<file path="config.mk">
export PLATFORM = sky130hd
export DESIGN_NAME = sobel_grad_filter
export DESIGN_NICKNAME = d
export VERILOG_FILES = /design/src/rtl/sobel_grad_filter.sv
export SDC_FILE = /design/constraint.sdc
export NUM_CORES = 1
export LEC_CHECK = 0
export BUFFER_PORTS_ARGS = -buffer_cell sky130_fd_sc_hd__clkbuf_2
export CAP_MARGIN = 5
export CORE_UTILIZATION = 35
export CTS_CLUSTER_DIAMETER = 80
export CTS_CLUSTER_SIZE = 20
export DETAILED_ROUTE_END_ITERATION = 10
export PLACE_DENSITY_LB_ADDON = 0.2
export SYNTH_ARGS = -nofsm -noshare
export SYNTH_HDL_FRONTEND = slang
export SYNTH_SLANG_ARGS = --single-unit
</file>
<file path="constraint.sdc">
create_clock -name i_clk -period 7 [get_ports i_clk]
set_clock_uncertainty 0.05 [all_clocks]
set_input_delay 0.7 -clock i_clk [delete_from_list [all_inputs] [get_ports i_clk]]
set_output_delay 0.7 -clock i_clk [all_outputs]
set_load 0.02 [all_outputs]
</file>
<file path="src/rtl/sobel_grad_filter.sv">
// -----------------------------------------------------------------------------
// sobel_grad_filter
//   3x3 Sobel gradient engine. Accepts one vertical 3-pixel column per transfer,
//   keeps a sliding window of the last three columns and produces one of
//   |Gx|, |Gy|, |Gx|+|Gy| or a thresholded binary edge per full window.
//   Three-stage pipeline (window -> weighted sums -> output) with valid/ack
//   backpressure; all stages advance together.
//
// Ports:
//   i_clk, i_rst_n        clock, asynchronous active-low reset
//   i_pixel_1/2/3         top/middle/bottom pixel of the incoming column
//   i_pixel_sol           start of line, qualifies the accompanying column
//   i_pixel_valid         column valid
//   o_pixel_ack           ready to accept a column (combinational)
//   i_mode, i_thresh      result select and threshold, sampled per transfer
//   o_pixel               result, zero-extended to OUT_W
//   o_pixel_valid         result valid, held until consumed
//   i_pixel_ack           downstream accept
// -----------------------------------------------------------------------------
module sobel_grad_filter #(
  parameter int PIX_W = 8,
  parameter int OUT_W = PIX_W + 3
) (
  input  logic             i_clk,
  input  logic             i_rst_n,
  input  logic [PIX_W-1:0] i_pixel_1,
  input  logic [PIX_W-1:0] i_pixel_2,
  input  logic [PIX_W-1:0] i_pixel_3,
  input  logic             i_pixel_sol,
  input  logic             i_pixel_valid,
  output logic             o_pixel_ack,
  input  logic [1:0]       i_mode,
  input  logic [OUT_W-1:0] i_thresh,
  output logic [OUT_W-1:0] o_pixel,
  output logic             o_pixel_valid,
  input  logic             i_pixel_ack
);

  localparam int SW = PIX_W + 2;

  // Window columns, index 0 is the oldest column, index 2 the newest.
  logic [PIX_W-1:0] win_top [3];
  logic [PIX_W-1:0] win_mid [3];
  logic [PIX_W-1:0] win_bot [3];
  logic [1:0]       fill_cnt;
  logic             v1;
  logic [1:0]       mode1;
  logic [OUT_W-1:0] thresh1;

  logic [SW-1:0]    sx2, sx0, sy1, sy3;
  logic             v2;
  logic [1:0]       mode2;
  logic [OUT_W-1:0] thresh2;

  logic en;
  logic xfer;
  logic full;

  // The whole pipeline moves only when the output slot is free or being drained.
  assign en          = !o_pixel_valid | i_pixel_ack;
  assign o_pixel_ack = en;
  assign xfer        = i_pixel_valid & en;
  // A token is issued only when two in-line columns precede this one.
  assign full        = xfer & (fill_cnt == 2'd2) & !i_pixel_sol;

  function automatic logic [SW-1:0] wsum(input logic [PIX_W-1:0] a,
                                         input logic [PIX_W-1:0] b,
                                         input logic [PIX_W-1:0] c);
    return {2'b00, a} + {1'b0, b, 1'b0} + {2'b00, c};
  endfunction

  // Stage 1: window shift, fill tracking and token capture of mode/threshold.
  always_ff @(posedge i_clk or negedge i_rst_n) begin
    if (!i_rst_n) begin
      for (int i = 0; i < 3; i++) begin
        win_top[i] <= '0;
        win_mid[i] <= '0;
        win_bot[i] <= '0;
      end
      fill_cnt <= 2'd0;
      v1       <= 1'b0;
      mode1    <= 2'd0;
      thresh1  <= '0;
    end else if (en) begin
      v1 <= full;
      if (xfer) begin
        win_top[0] <= win_top[1];
        win_mid[0] <= win_mid[1];
        win_bot[0] <= win_bot[1];
        win_top[1] <= win_top[2];
        win_mid[1] <= win_mid[2];
        win_bot[1] <= win_bot[2];
        win_top[2] <= i_pixel_1;
        win_mid[2] <= i_pixel_2;
        win_bot[2] <= i_pixel_3;
        // sol restarts the line: the new column counts as the first one.
        if (i_pixel_sol) begin
          fill_cnt <= 2'd1;
        end else if (fill_cnt != 2'd2) begin
          fill_cnt <= fill_cnt + 2'd1;
        end
      end
      if (full) begin
        mode1   <= i_mode;
        thresh1 <= i_thresh;
      end
    end
  end

  // Stage 2: the four weighted column/row sums of the Sobel kernels.
  always_ff @(posedge i_clk or negedge i_rst_n) begin
    if (!i_rst_n) begin
      sx2     <= '0;
      sx0     <= '0;
      sy1     <= '0;
      sy3     <= '0;
      v2      <= 1'b0;
      mode2   <= 2'd0;
      thresh2 <= '0;
    end else if (en) begin
      sx2     <= wsum(win_top[2], win_mid[2], win_bot[2]);
      sx0     <= wsum(win_top[0], win_mid[0], win_bot[0]);
      sy1     <= wsum(win_top[0], win_top[1], win_top[2]);
      sy3     <= wsum(win_bot[0], win_bot[1], win_bot[2]);
      v2      <= v1;
      mode2   <= mode1;
      thresh2 <= thresh1;
    end
  end

  logic [SW-1:0]    ax, ay;
  logic [OUT_W-1:0] ax_w, ay_w, sum_w, result;

  // Absolute differences as larger minus smaller, so everything stays unsigned.
  always_comb begin
    ax     = (sx2 >= sx0) ? (sx2 - sx0) : (sx0 - sx2);
    ay     = (sy1 >= sy3) ? (sy1 - sy3) : (sy3 - sy1);
    ax_w   = {{(OUT_W-SW){1'b0}}, ax};
    ay_w   = {{(OUT_W-SW){1'b0}}, ay};
    sum_w  = ax_w + ay_w;
    result = '0;
    case (mode2)
      2'd0:    result = ax_w;
      2'd1:    result = ay_w;
      2'd2:    result = sum_w;
      default: result = (sum_w >= thresh2) ? '1 : '0;
    endcase
  end

  // Stage 3: output register; bubbles leave a zero result behind them.
  always_ff @(posedge i_clk or negedge i_rst_n) begin
    if (!i_rst_n) begin
      o_pixel       <= '0;
      o_pixel_valid <= 1'b0;
    end else if (en) begin
      o_pixel       <= v2 ? result : '0;
      o_pixel_valid <= v2;
    end
  end

endmodule

</file>
-- After elaboration in Yosys (flattened, before gate mapping)
Cells that the tools add are included.
- logic and storage cells: 61
- register bits after elaboration: 154
- equal/unequal tests: 4
- muxes and demuxes: 7
- $add $sub $neg: 14
- bitwise logic cells: 4
- magnitude comparators: 3
- reduce and logical (&&, ||, !) cells: 7
- operators by type and width (kind ; number):
    $add 10x8->10 ; 4
    $add 8x9->10 ; 4
    $sub 10x10->10 ; 4
    $pmux 11 s3 ; 1
    $mux 11 ; 2
    $ge 10x10->1 ; 2
    $mux 10 ; 2
    $add 10x10->11 ; 1
    $ge 11x11->1 ; 1
    $eq 2x2->1 const B ; 2
    $mux 2 ; 2
    $reduce_and 2->1 ; 2
    $and 1x1->1 ; 3
    $reduce_and 3->1 ; 1
    $add 2x1->2 const B ; 1
    $eq 2x1->1 const B ; 1
    $logic_not 1->1 ; 2
    $logic_not 2->1 ; 1
    $ne 2x2->1 const B ; 1
    $reduce_bool 2->1 ; 1
    $or 1x1->1 ; 1

-- Longest topological paths before layout
Gate-level depths: netlist (run 1).
- depth after elaboration: 7
- depth in mapped cells: 25

-- Worst setup path after synthesis (run 1)
OpenSTA, ideal clock, no wires.
- kind: reg-to-reg
- start point: register sx2[7]
- end point: register o_pixel[10]
- path buffers: 0
- path slack: 1.552 ns
- data required time: 6.830 ns
- cell stages (with the launch flop): 22
- arrival: 5.278 ns
- cell sequence: dfrtp_1 > inv_1 > ha_1 > a21o_1 > a221o_1 > a211oi_4 > mux2_2 > fa_1 > nor3_1 > o21ai_0 > nand3_1 > a21oi_1 > or3_1 > and2_1 > ha_1 > and4_1 > a2111oi_0 > o21ai_0 > a221o_1 > a21oi_1 > o21ai_0 > a31o_2
- longest elaborated chain between the ends: 7
- elaborated cells between the ends (all ways): 9
- classes of those cells: add/sub: 3; order compare: 2; mux: 4
- RTL lines (what ; line ; text):
    start: declaration ; 50 ; logic [SW-1:0] sx2, sx0, sy1, sy3;
    start signal: assignment ; 121 ; sx2 <= wsum(win_top[2], win_mid[2], win_bot[2]);
    $sub 10x10->10 / $ge 10x10->1 (equally long branches) ; 136 ; ax = (sx2 >= sx0) ? (sx2 - sx0) : (sx0 - sx2);
    $mux 10 (*) ; 136 ;
    $add 10x10->11 (*) ; 140 ; sum_w = ax_w + ay_w;
    $ge 11x11->1 ; 146 ; default: result = (sum_w >= thresh2) ? '1 : '0;
    $mux 11 ; 146 ;
    $pmux 11 s3 (*) ; 142 ; case (mode2)
    $mux 11 (*) ; 156 ; o_pixel <= v2 ? result : '0;
    end signal: assignment ; 156 ;
    end: declaration ; 34 ; output logic [OUT_W-1:0] o_pixel,
Every way passes the cells marked *; elsewhere a longest branch is shown, timed or not.
A chain may end at the register's enable or synchronous reset.

-- Worst setup path after layout (run 1)
- start point: register sx2[0]
- end point: register o_pixel[10]
Same word-level chain as after synthesis.

==> impl_metrics.csv, run 1 <==
group,metric,value,unit
worst_setup_path,start_kind,"flip-flop",
synthesis,synth_top_family_by_area,"adder cells",
synthesis,async_reset_ff_share,100.0,%
detailed_routing,drt_pass1_iterations,4,
synthesis,synth_edf_count,0,
synthesis,synth_top_area_share,38.02,%
detailed_routing,via_count,6997,
synthesis,synthDistinctLibCells,64,
grt,gr-usage-all-layers,16.21,%
synthesis,netlist_area,10140,µm²
clock_network,cts_tree,"done",
sta,final_hold_viol_count,0,
floorplanning,pin_count,55,
detailed_routing,drc,0,
grt,grt_overflow,0,
worst_setup_path,cp-end-kind,"flip-flop",
worst_setup_path,crit_type,"reg2reg",
worst_setup_path,slowest_delay,0.53,ns
worst_setup_path,r2r_cells,23,
synthesis,syn_avg_cell_area,10.27,µm²
worst_setup_path,cp.arrival,6.45,ns
floorplanning,die_area,29640,µm²
detailed_routing,wl_per_cell,15.46,µm
sta,drv_slew,0,
floorplanning,core_area,28160,µm²
worst_setup_path,cpMostUsedCell,"ha_1",
clock_network,cts_resized,0,
grt,grt_max_degree,99,
finish,mostFrequentLayoutCells,"154 x dfrtp_1, 95 x ha_1, 92 x mux2_2, 88 x inv_1, 79 x nand2_1",
grt,antenna_found_initial,0,
synthesis,synthMuxAreaShare,11.12,%
hold_path,hp-class,"in2async",
synthesis,synth-adder-area-share,19.13,%
clock_network,cts_hold_buffers,0,
clock_network,htree_levels,4,
clock_network,root_buffer,"clkbuf_16",
placement,finalWeightedCongestion,0.8767,
finish,area_growth,12.31,%
synthesis,synth_xor_area_share,3.111,%
floorplanning,num_rows,61,
synthesis,yosys.area_share.simple,9.567,%
synthesis,synth_ff_type,"dfrtp_1",
clock_network,cts_sinks,154,
synthesis,synth_compound_area_share,14.37,%
clock_network,clk_path_buf_depth,2,
worst_setup_path,path_cells,"inv_1 -> ha_1 -> inv_1 -> fa_1 -> nand3_1 -> a311oi_1 -> a211o_1 -> mux2_2 -> a31oi_1 -> xnor2_1 -> ha_1 -> a21o_1 -> a31o_2 -> a41o_1 -> xor2_1 -> ha_1 -> and4_1 -> a2111oi_0 -> o21ai_0 -> a221o_1 -> a21oi_1 -> o21ai_0 -> a31o_2",
status,status,"complete, no violations",
grt,grt_pass1_vias,7153,
synthesis,yosysSeqAreaShare,38.02,%
finish,layout.nets,1203,
floorplanning,die_y,172.2,µm
finish,antenna_cells,0,
detailed_routing,viasPerCell,4.927,
sta,setup_viol,0,
worst_setup_path,r2r_slack,0.82,ns
worst_setup_path,r2r_start,"sx2[0]",
worst_setup_path,slowest_stage,"a311oi_1",
sta,slew_headroom,37.91,%
sta,rsz0062_at_grt,"false",
detailed_routing,wl,21950,µm
detailed_routing,drt_iter0_markers,338,
synthesis,syn-num-nets,1161,
clock_network,clk_pin_slew_worst_paths,0.07,ns
finish,final_common_cell,"dfrtp_1",
sta,fmax,0.1617,GHz
floorplanning,start_util,35.99,%
sta,worstMarginPinSlew,0.9313,ns
flow_run,drv_cap,0,
finish,instances_no_fill,1420,
finish,drive_above_1_share,18.81,%
sta,final.period_utilization,88.33,%
detailed_routing,drtAntennaViolNets,0,
synthesis,netlist_top_cells_area,"dfrtp_1 38%, ha_1 12%, mux2_2 10%, fa_1 7.3%, a21oi_1 3.5%",
sta,setup_tns,0,ns
sta,min_period,6.183,ns
placement,hpwl,16640,µm
floorplanning,die_w,172.2,µm
worst_setup_path,cp.required,7.27,ns
clock_network,clock_latency,0.43,ns
clock_network,cts_setup_buffers,0,
synthesis,ys_ff_latch,154,
clock_network,cts_buffers,17,
worst_setup_path,timing.rr.end,"o_pixel[10]",
grt,grt_pass1_wl,36980,µm
synthesis,yosysTopAreaCell,"dfrtp_1",
placement,post-place-cells,1388,
synthesis,postSynthCellCount,987,
synthesis,ys_warn_count,0,
placement,port_buffers,54,
worst_setup_path,cp_max_fo,11,
## critical path: cells and delay by family (launching register included)
family / cells / cell delay (ns)
AOI/OAI and AO/OA: 12 / 3.37
xor gates and xnor gates: 2 / 0.32
adders and majority gates: 4 / 1.08
buffers and inverters: 2 / 0.16
DFF: 1 / 0.36
muxes: 1 / 0.39
and+or+nand+nor: 2 / 0.32
## metrics by stage
| step | hold WS, ns | utilization, % | worst slack (ns) | instance area [µm²] |
|---|---|---|---|---|
| after global routing | 0.3746 | 40.42 | 0.4144 | 11380 |
| after CTS | 0.3431 | 40.42 | 0.8331 | 11380 |
| after floorplan | 0.3544 | - | 1.552 | 10140 |
| after global placement | 0.4059 | 38.31 | 1.043 | 10790 |
| final | 0.2915 | 40.42 | 0.8170 | 11380 |
| after detailed placement | 0.4052 | 38.31 | 0.8677 | 10790 |
## layer usage
metal	wire [µm]	vias to the layer above	global-route usage, %
met5	0	-	0
met4	409	0	5.079
met3	549	23	2.884
met2	10080	82	26.02
met1	10910	3388	22.11
li1	-	3504	-
## worst max path at each step
stage	start	to	slack [ns]	cells past startpoint
after floorplan	sx2[7]	o_pixel[10]	1.55	21
after global placement	sx2[0]	o_pixel[10]	1.04	23
after detailed placement	sx2[0]	o_pixel[10]	0.87	23
after CTS	sx2[0]	o_pixel[10]	0.83	23
after global routing	sx2[0]	o_pixel[10]	0.41	23
final	sx2[0]	o_pixel[10]	0.82	23
## kinds of logic (layout without fill, tap and decap cells)
group,Yosys count,in the layout
AOI/OAI and AO/OA,231,231
and+or+nand+nor,207,207
DFF,154,154
adders and majority gates,133,133
buffers and inverters,125,180
muxes,101,101
xor gates and xnor gates,36,36
## cell usage after synthesis, drive strengths merged, types with 24 or more instances
| cell | n |
|---|---|
| dfrtp | 154 |
| ha | 95 |
| mux2 | 93 |
| inv | 89 |
| nand2 | 79 |
| a21oi | 74 |
| o21ai | 67 |
| nor2 | 48 |
| fa | 37 |
| a21o | 26 |
| clkbuf | 26 |
| xnor2 | 24 |
## layout make-up
cell class / instances / area [µm²]
clock buffer: 18 / 439.2
clock inverter: 14 / 155.1
fill: 2758 / 16780
inverter: 90 / 337.8
multi-input combinational: 708 / 5818
sequential: 154 / 3854
tap: 378 / 473.0
timing repair buffer: 58 / 306.5
## state kept, by name, indices dropped and copies added, names as in the netlist
signal         cells
win_mid           24
win_top           24
sx0               10
win_bot           24
sy1               10
o_pixel           11
mode1              2
v1                 1
o_pixel_valid      1
thresh2           11
v2                 1
mode2              2
fill_cnt           2
thresh1           11
sy3               10
sx2               10
Power of run 1 is not shown: default switching activity piles up to over one toggle a cycle in this logic, so the estimate is an artifact.
==> run 2: changes to the inputs <==
--- a/config.mk
+++ b/config.mk
@@ -5,6 +5,7 @@
 export SDC_FILE = /design/constraint.sdc
 export NUM_CORES = 1
 export LEC_CHECK = 0
+export ABC_AREA = 1
 export BUFFER_PORTS_ARGS = -buffer_cell sky130_fd_sc_hd__clkbuf_2
 export CAP_MARGIN = 5
 export CORE_UTILIZATION = 35
==> impl_metrics.csv, run 2 <==
group,metric,value,unit
synthesis,yosysSeqAreaShare,37.26,%
worst_setup_path,cp-startpoint,"sx2[0]",
grt,grt_overflow,0,
clock_network,cts_sinks,154,
clock_network,root_buffer,"clkbuf_16",
grt,grt_pass1_vias,8176,
sta,final.period_utilization,68.67,%
placement,hpwl,19140,µm
detailed_routing,drtAntennaViolNets,0,
synthesis,postSynthCellCount,1291,
finish,layout.nets,1511,
synthesis,yosysTopAreaCell,"dfrtp_1",
worst_setup_path,slowest_delay,0.40,ns
sta,rsz0062_at_grt,"false",
grt,grt_pass1_wl,42640,µm
floorplanning,start_util,35.84,%
finish,reg_top3,"win_bot x24, win_mid x24, win_top x24",
sta,setup_tns,0,ns
synthesis,synth_ff_type,"dfrtp_1",
finish,multi_input_area,5705,µm²
detailed_routing,wl,25280,µm
floorplanning,pin_count,55,
floorplanning,num_rows,62,
placement,port_buffers,54,
floorplanning,die_w,173.9,µm
sta,fmax,0.2080,GHz
sta,drv_slew,0,
sta,min_period,4.807,ns
grt,antenna_found_initial,0,
sta,worstMarginPinSlew,0.9426,ns
synthesis,synth_common_cells,"425 x nand2_1, 165 x inv_1, 154 x dfrtp_1",
sta,final_hold_viol_count,0,
worst_setup_path,cpMostUsedCell,"nand2_1",
worst_setup_path,cp.arrival,5.12,ns
synthesis,async_reset_ff_share,100.0,%
detailed_routing,via_count,8081,
worst_setup_path,r2r_start,"sx2[0]",
detailed_routing,top_layer,"met4",
grt,gr-usage-all-layers,17.79,%
finish,drive_above_1_share,10.96,%
synthesis,ys_ff_latch,154,
synthesis,synth.most_common_cell,"nand2_1",
clock_network,clock_latency,0.44,ns
flow_run,drv_cap,0,
floorplanning,die_y,173.9,µm
detailed_routing,drt_iter0_markers,379,
synthesis,netlist_area,10340,µm²
clock_network,htree_levels,4,
finish,mostFrequentLayoutCells,"424 x nand2_1, 164 x inv_1, 154 x dfrtp_1, 95 x ha_1, 89 x o21ai_0",
finish,final_common_cell,"nand2_1",
worst_setup_path,cp_max_fo,11,
clock_network,cts_tree,"done",
synthesis,synth_edf_count,0,
worst_setup_path,slowest_stage,"fa_1",
finish,final_core_util,40.34,%
worst_setup_path,cp.required,7.32,ns
clock_network,cts_resized,0,
detailed_routing,drc,0,
detailed_routing,viasPerCell,4.660,
grt,grt_max_degree,96,
floorplanning,core_area,28860,µm²
placement,finalWeightedCongestion,0.8617,
detailed_routing,wl_met1,12670,µm
synthesis,synthDistinctLibCells,48,
worst_setup_path,cp-end-kind,"flip-flop",
status,status,"complete, no violations",
clock_network,cts_setup_buffers,0,
clock_network,cts_hold_buffers,0,
floorplanning,die_area,30240,µm²
clock_network,clk_pin_slew_worst_paths,0.07,ns
hold_path,hp-class,"in2async",
sta,slew_headroom,37.16,%
clock_network,cts_buffers,17,
detailed_routing,drt_pass1_iterations,5,
detailed_routing,wl_met3,577,µm
synthesis,synth_top_area_share,37.26,%
synthesis,syn_avg_cell_area,8.012,µm²
worst_setup_path,start_kind,"flip-flop",
sta,setup_viol,0,
synthesis,syn-num-nets,1465,
detailed_routing,met2_length,11710,µm
worst_setup_path,crit_type,"reg2reg",
finish,nFillCells,3038,
finish,antenna_cells,0,
clock_network,clk_path_buf_depth,2,
synthesis,ys_warn_count,0,
detailed_routing,wl_per_cell,14.58,µm
finish,area_growth,12.54,%
synthesis,netlist_top_cells_area,"dfrtp_1 37%, nand2_1 15%, ha_1 11%, fa_1 7.2%, inv_1 6.0%",
finish,regArea,3854,µm²
[run 2: changes by cell type in the layout (fill, tap and decap cells not counted), moves of 19 or more]
| cell | previous run | this run |
|---|---|---|
| inv_1 | 88 | 164 |
| a21o_1 | 26 | 3 |
| a21oi_1 | 71 | 48 |
| nor2_1 | 47 | 71 |
| xnor2_1 | 24 | 5 |
| o21ai_0 | 64 | 89 |
| mux2_2 | 92 | 13 |
| nand2_1 | 79 | 424 |
[run 2: logic make-up after synthesis]
| logic type | Yosys count | share of synthesized area (%) |
|---|---|---|
| compound gates | 185 | 10.04 |
| xor+xnor | 23 | 1.947 |
| buf+inv | 207 | 7.681 |
| mux | 14 | 1.512 |
| fa+ha+maj | 132 | 18.65 |
| flops | 154 | 37.26 |
| simple gates | 576 | 22.91 |
[run 2: worst paths after layout]
path                                to  slack, ns  depth (start not counted)
hold reg to reg            win_mid[18]       0.42                          2
max in group asynchronous   win_top[9]       5.35                          2
min in group i_clk          win_mid[3]       0.40                          3
hold / removal                  sx0[9]       0.27                          1
setup / recovery            o_pixel[2]       2.19                         31
setup reg to reg            o_pixel[2]       2.19                         31
[run 2: cell type report]
class / count / share of cell area [%]
flip-flops and latches: 154 / 33.10
inverters: 175 / 5.653
clock buffers: 17 / 3.654
clock inverters: 15 / 1.752
multi-input cells: 930 / 49.01
well taps: 384 / 4.127
repair buffers: 59 / 2.698
[run 2: routing by layer]
metal	vias to the layer above	global-route usage [%]
met5	-	0
met4	0	4.423
met3	21	2.450
met2	101	29.03
met1	3789	24.83
li1	4170	-
[run 2: stage by stage]
step                hold WS, ns  instances  worst slack, ns  area [µm²]
floorplan                0.3544       1291            2.826       10340
global placement         0.4031       1702            2.284       11010
global route             0.3414       1734            1.601       11640
detailed placement       0.4020       1702            2.180       11010
finish                   0.2651       1734            2.193       11640
CTS                      0.3589       1734            2.163       11640
[run 2: worst max-delay path: cells and delay by family, from the launching register on]
kind	cells	cell delay (ns)
and+or+nand+nor	14	1.47
adders and majority gates	4	1.21
buffers and inverters	7	0.73
AOI/OAI and AO/OA	5	0.72
DFF	1	0.38
xor gates and xnor gates	1	0.16
Power of run 2 is left out for the same reason.
